**src/rtl/rr_onehot_arbiter.sv**
```systemverilog
// Round-robin arbiter for 8 requesters with registered index and one-hot grant.
// Grants are held until done, requester withdrawal, or a hold-time limit.
module rr_onehot_arbiter #(
    parameter int MAX_HOLD = 16,
    parameter int CNT_W    = 5
) (
    input  logic       clk,
    input  logic       rst_n,
    input  logic [7:0] req,
    input  logic       done,
    output logic [7:0] gnt,
    output logic [2:0] gnt_idx,
    output logic       gnt_valid,
    output logic       timeout
);

    typedef enum logic {
        IDLE  = 1'b0,
        GRANT = 1'b1
    } state_t;

    localparam bit HAS_LIMIT = (MAX_HOLD != 0);
    localparam int LAST_I = (MAX_HOLD > 0) ? MAX_HOLD - 1 : 0;
    localparam logic [CNT_W-1:0] HOLD_LAST = LAST_I[CNT_W-1:0];

    generate
        if ((1 << CNT_W) <= MAX_HOLD) begin : g_bad_cnt_w
            $error("CNT_W too narrow for MAX_HOLD");
        end
    endgenerate

    state_t           state;
    logic [2:0]       ptr;
    logic [CNT_W-1:0] hold_cnt;

    logic [2:0] cand;
    logic [2:0] pick_idx;
    logic       pick_ok;

    logic hit_done;
    logic hit_wd;
    logic hit_lim;
    logic release_now;

    // Rotating priority search starting at ptr; the lowest offset wins.
    always_comb begin
        pick_ok  = 1'b0;
        pick_idx = ptr;
        cand     = ptr;
        for (int i = 7; i >= 0; i--) begin
            cand = ptr + 3'(i);
            if (req[cand]) begin
                pick_ok  = 1'b1;
                pick_idx = cand;
            end
        end
    end

    // Release causes while a grant is held; limit only counts as a timeout alone.
    always_comb begin
        hit_done    = done;
        hit_wd      = ~req[gnt_idx];
        hit_lim     = HAS_LIMIT && (hold_cnt == HOLD_LAST);
        release_now = hit_done | hit_wd | hit_lim;
    end

    // Single FSM register block; every output is registered here.
    always_ff @(posedge clk) begin
        if (!rst_n) begin
            state     <= IDLE;
            ptr       <= 3'd0;
            hold_cnt  <= '0;
            gnt       <= 8'd0;
            gnt_idx   <= 3'd0;
            gnt_valid <= 1'b0;
            timeout   <= 1'b0;
        end else begin
            unique case (state)
                IDLE: begin
                    timeout <= 1'b0;
                    if (pick_ok) begin
                        state     <= GRANT;
                        gnt_idx   <= pick_idx;
                        gnt       <= 8'd1 << pick_idx;
                        gnt_valid <= 1'b1;
                        hold_cnt  <= '0;
                    end
                end
                GRANT: begin
                    if (release_now) begin
                        state     <= IDLE;
                        gnt       <= 8'd0;
                        gnt_valid <= 1'b0;
                        ptr       <= gnt_idx + 3'd1;
                        hold_cnt  <= '0;
                        timeout   <= hit_lim & ~hit_done & ~hit_wd;
                    end else begin
                        hold_cnt  <= hold_cnt + 1'b1;
                        timeout   <= 1'b0;
                    end
                end
                default: begin
                    state <= IDLE;
                end
            endcase
        end
    end

endmodule

```
**config.mk**
```make
export PLATFORM = sky130hd
export DESIGN_NAME = rr_onehot_arbiter
export DESIGN_NICKNAME = d
export VERILOG_FILES = /design/src/rtl/rr_onehot_arbiter.sv
export SDC_FILE = /design/constraint.sdc
export NUM_CORES = 1
export LEC_CHECK = 0
export CAP_MARGIN = 20
export CORE_UTILIZATION = 23
export CTS_CLUSTER_SIZE = 20
export DETAILED_ROUTE_END_ITERATION = 10
export SETUP_SLACK_MARGIN = 0.02
export SKIP_CTS_REPAIR_TIMING = 1
export SYNTH_ARGS = -nofsm -noshare
export SYNTH_HDL_FRONTEND = slang
export SYNTH_SLANG_ARGS = --single-unit
```
**constraint.sdc**
```tcl
create_clock -name clk -period 4.5 [get_ports clk]
set_clock_uncertainty 0.05 [all_clocks]
set_input_delay 0.45 -clock clk [delete_from_list [all_inputs] [get_ports clk]]
set_output_delay 0.45 -clock clk [all_outputs]
set_load 0.02 [all_outputs]
```
# After elaboration in Yosys (flattened, before gate mapping)
# Index checks and enable logic that the tools add are counted.
# op_classes
addsub	9
mul	0
div_mod_pow	0
magnitude_cmp	9
n_eq_ne	3
n_shift	1
n_mux	48
bitwise_logic	7
reduce_logical	3
# op_table
op	count
< comparator 3 x 4 -> 1 bit, second input constant	9
binary-select mux 1 bit (select 3 bit)	9
two-way mux 3 bit	8
two-way mux 1 bit	22
two-way mux 8 bit	2
case mux 8 bit (2 select lines)	1
adder 3 bit, second input constant	4
two-way mux 5 bit	2
case mux 5 bit (2 select lines)	1
left shift 1 x 3 -> 8 bit, first input constant	1
adder 3 x 1 -> 3 bit, second input constant	2
adder 3 x 2 -> 3 bit, second input constant	2
case mux 1 bit (2 select lines)	3
AND reduction 2 bit	3
adder 5 x 1 -> 5 bit, second input constant	1
equality test 5 x 4 -> 1 bit, second input constant	1
NOT 1 bit	3
AND 1 bit	2
inequality test 2 x 1 -> 1 bit, second input constant	1
inequality test 2 bit, second input constant	1
bitwise OR 1 bit	2
# totals
regBits	22
latchBits	0
ramBits	0
mem_bits_ro	0
input_bits	11
out_inout_bits	13
wordCells	87
memories	0

# Longest topological paths before layout
# logic_depth
depth_word	14
depth_mapped	11
ltp_nobuf	8

# Least setup slack after synthesis
# OpenSTA, ideal clock, no wires.
# synth_timing
path_type	reg-to-reg
startpoint	register ptr[1]
endpoint	register gnt[0]
setup_time_ns	0.101
arrival_ns	3.152
required_ns	4.349
setup_slack_ns	1.197
stages_incl_launch_ff	12
n_path_buf	3
period_less_slack_ns	3.303
path_cell_list	dfxtp_1 > buf_2 > clkbuf_1 > inv_1 > ha_1 > buf_1 > mux4_2 > mux2i_1 > a32oi_1 > o31a_1 > or3b_1 > o41ai_1
# synth_between
elab_chain_cells	14
word_cells_on_any_way	44
cone_classes	add/sub: 7; eq/ne: 1; shift: 1; mux: 34; reduce/logical: 1
# synth_lines
item	line	source
from (decl)	33	logic [2:0] ptr;
from (signal assigned)	94	ptr <= gnt_idx + 3'd1;
adder 3 bit	51	cand = ptr + 3'(i);
binary-select mux 1 bit (select 3 bit)	52	if (req[cand]) begin
two-way mux 1 bit (implied by the code)	52	
two-way mux 3 bit (8 in a row)	52	
left shift 1 x 3 -> 8 bit	84	gnt <= 8'd1 << pick_idx;
two-way mux 8 bit	81	if (pick_ok) begin
case mux 8 bit (2 select lines)	78	unique case (state)
to (signal assigned)	84	
to (decl)	11	output logic [7:0] gnt,
# Parallel ways exist; a longest one is shown, timed or not. The select of a mux whose other input is x is not followed.
# A chain may end at the register's enable or synchronous reset.

# Worst setup path after layout
# layout_timing
startpoint	register ptr[0]
endpoint	register gnt[0]
# The elaborated chain is that of the path after synthesis.

==> key figures <==
Final layout
  – Share of cells above drive strength 1: around an eighth
  – Most frequent cells in the layout: clkdlybuf4s50_1 (23), dfxtp_1 (22), nor2_1 (18), nand3_1 (14), a21oi_1 (13)
  – Ant diodes: 0
  – Layout net count: 230
  – Most common cell after layout, fill and taps aside: clkdlybuf4s50_1
  – Final std cells w/o fill: ~310
  – Layout area overhead: 22.1%

Global routing
  – First-pass GRT wire length: 7310 um
  – Largest net degree at the start of global routing: 21
  – Initial antenna violation count: 0
  – All-layer global routing usage: approximately an eighth
  – Residual overflow from global routing: 0
  – Vias in the first global route: approximately 1500

STA
  – Min cycle time layout: about 3.3 ns
  – Final setup violation count: 0
  – Worst-Margin Slew: between 0.7 and 0.8 ns
  – F_max: 306 MHz
  – Fin Setup TNS: 0 ns
  – RSZ-0062 raised after global routing: no
  – Slew headroom: around 50%
  – Final hold vios: 0
  – Pins Over Slew Limit: 0
  – Fin worst setup slack: ~1.2 ns
  – Period utilisation layout: around 73%

Worst setup path
  – Setup crit end kind: flip-flop
  – R2r startpoint: ptr[0]
  – Arrival @ worst endpoint: roughly 3.4 ns
  – WP data required: between 4 and 5 ns
  – R2r setup slk: 1.24 ns
  – Crit path max fanout: 8
  – Slowest CP cell: ha_1
  – CP max stage delay: between 0.5 and 0.6 ns
  – Start point of the critical path: ptr[0]
  – Crit start category: flip-flop
  – CP Buf/Inv Count: 1
  – CP Cell Sequence: inv_1, ha_1, mux4_2, mux2i_1, a32oi_1, o31a_1, or3b_1, o41ai_1
  – CP delay by family, top: compound AO/OA/AOI/OAI gates
  – Crit Path Class: flip-flop to flip-flop

Die
  – Die ar.: ~0.008 mm^2
  – Die X: 89.1 um
  – Core ar.: 0.00729 mm^2
  – I/O pin total: 24
  – Site row count: 31
  – Chip Height: between 80 and 90 um
  – Starting Density: a little under a quarter

Pwr
  – Clock share of power: between 10% and 20%
  – Sw power: between 0.0004 and 0.0005 W
  – Overall Power: just under 0.001 W
  – Switch share: 43.4%
  – Leakage: 0.765 nW
  – Combinational power share: between 50% and 60%
  – Sequential share of power: 26.9%
  – Cell-internal power: about 0.00056 W
  – P per Cell Area: between 400 and 500 mW/mm^2
  – Worst VDD drop: 0.000226 V

Detailed routing
  – Antenna-violating nets left: 0
  – DRT iter0 DRCs: 110
  – Via count: between 1500 and 2000
  – Metal1 wirelength: between 2000 and 2500 um
  – Max Used Layer: met4
  – Drt drc: 0
  – Wire length on met2: ~2100 um
  – Vias per cell: ~5.2
  – Wirelength per Cell: about 15 um
  – First-pass DRT Iterations: 4
  – Detail Route met3 WL: 186 um
  – DRT Wirelength: roughly 4600 um

Clock network
  – Clk root buf: clkbuf_8
  – CTS tree: yes
  – Clk buf depth: 2
  – Htree depth: 1
  – Clock Pin Slew Worst Setup and Hold Paths: about 0.080 ns
  – CTS buffer count: 3
  – Clk_lat worst skew: about 0.26 ns
  – CTS Sinks: 22

Place
  – Post-Place Worst Slack: between 1 and 1.5 ns
  – Final RePlAce weighted congestion: 0.871
  – Port-buffer cells: 23
  – Placed insts: between 300 and 400
  – DP HPWL: 3510 um

Synth
  – Cell variety after synth: ~50
  – EDFF count, synth: 0
  – Part of the Yosys area used for sequential elements: between 20% and 30%
  – Total of warnings raised by yosys: 0
  – Synthesis-stage register bit count: 22
  – Syn_nets: 209
  – Synth Flop Type: dfxtp_1
  – Synth Instances: between 150 and 200
  – Async S/R FF share, synth: 0%
  – Synth Cell Area: between 0.0015 and 0.002 mm^2
  – Mean cell area of the mapped netlist: 9.04 um^2

Worst hold path
  – Min-delay src: gnt[6]
  – Hold WC Path Type: flip-flop to flip-flop

Status
  – Outcome: finished clean

Run
  – Max-cap violations: 0
-- state kept, by name, indices dropped and copies added, names as in the netlist --
| register | count |
|---|---|
| gnt | 8 |
| gnt_idx | 3 |
| gnt_valid | 1 |
| hold_cnt | 5 |
| ptr | 3 |
| state | 1 |
| timeout | 1 |
-- power by group through the flow --
stage	clock network, W	registers (W)	logic, W
global placement	0	0.000273	0.000575
detailed placement	0	0.000271	0.000572
global route	0.000157	0.000271	0.000631
CTS	0.000143	0.000267	0.000576
floorplan	0	0.000279	0.000403
finish	0.000139	0.000265	0.000579
-- cells by family (layout without fill, tap and decap cells) --
kind of cell               after synthesis  in the layout  share of synthesized area [%]
xor gates and xnor gates                 5              5                           2.51
adders and majority gates                5              5                           3.59
AOI/OAI and AO/OA                       57             57                           23.3
DFF                                     22             22                           25.3
buffers and inverters                   18             38                           4.16
muxes                                   24             24                           22.7
and+or+nand+nor                         62             62                           18.5
-- tightest hold or removal path: stages (launching register included) --
cell and delay, ns:
dfxtp_1 0.32, nand3_1 0.06, o31ai_1 0.06
-- area by class of cell --
cell class	count	area (um^2)
Fill cell	788	5160
Multi-Input combinational cell	153	1230
Sequential cell	22	440
Timing Repair Buffer	25	245
Tap cell	99	124
Clock buffer	4	55.1
Inverter	9	33.8
-- synthesized netlist by cell type (2+ instances only) --
| cell type | n | share of area (%) |
|---|---|---|
| ha_1 | 5 | 3.6 |
| o21a_1 | 2 | 0.86 |
| nand3_1 | 14 | 4.0 |
| mux4_2 | 12 | 15 |
| mux2i_1 | 8 | 4.6 |
| o31ai_1 | 4 | 1.7 |
| dfxtp_1 | 22 | 25 |
| or2_0 | 3 | 1.1 |
| inv_1 | 8 | 1.7 |
| o41ai_1 | 4 | 2.0 |
| mux2_2 | 3 | 1.9 |
| xor2_1 | 4 | 2.0 |
| nand2_1 | 9 | 1.9 |
| or3_1 | 4 | 1.4 |
| a21o_1 | 2 | 0.86 |
| o21ai_1 | 4 | 1.1 |
| o21ai_0 | 2 | 0.57 |
| o211ai_1 | 3 | 1.3 |
| or2_2 | 2 | 0.72 |
| a31oi_1 | 4 | 1.4 |
| a22o_1 | 3 | 1.5 |
| a22oi_1 | 3 | 1.3 |
| a21oi_1 | 13 | 3.7 |
| nor2_1 | 18 | 3.9 |
| clkbuf_1 | 6 | 1.3 |
| nand2b_1 | 3 | 1.1 |
| a211oi_1 | 4 | 1.7 |
-- final timing paths --
kind	endpoint	depth (start not counted)
worst max-delay path	gnt[0]	8
worst min-delay path	gnt[6]	2
worst max register to register	gnt[0]	8
worst min register to register	gnt[6]	2
-- stage by stage --
| step | util (%) | hold slack, ns | cell area (um^2) |
|---|---|---|---|
| 2_1_floorplan | - | 0.404 | 1740 |
| 3_3_place_gp | 28.4 | 0.419 | 2070 |
| 3_5_place_dp | 28.4 | 0.416 | 2070 |
| 4_1_cts | 29.2 | 0.433 | 2130 |
| 5_1_grt | 29.2 | 0.457 | 2130 |
| 6_report | 29.2 | 0.427 | 2130 |
-- routing by layer --
| metal | vias up | global-route usage [%] |
|---|---|---|
| met1 | 798 | 17.0 |
| li1 | 785 | - |
| met5 | - | 0 |
| met4 | 0 | 3.75 |
| met2 | 32 | 18.7 |
| met3 | 6 | 1.48 |
Note: power is estimated with default switching activity, not from simulation.
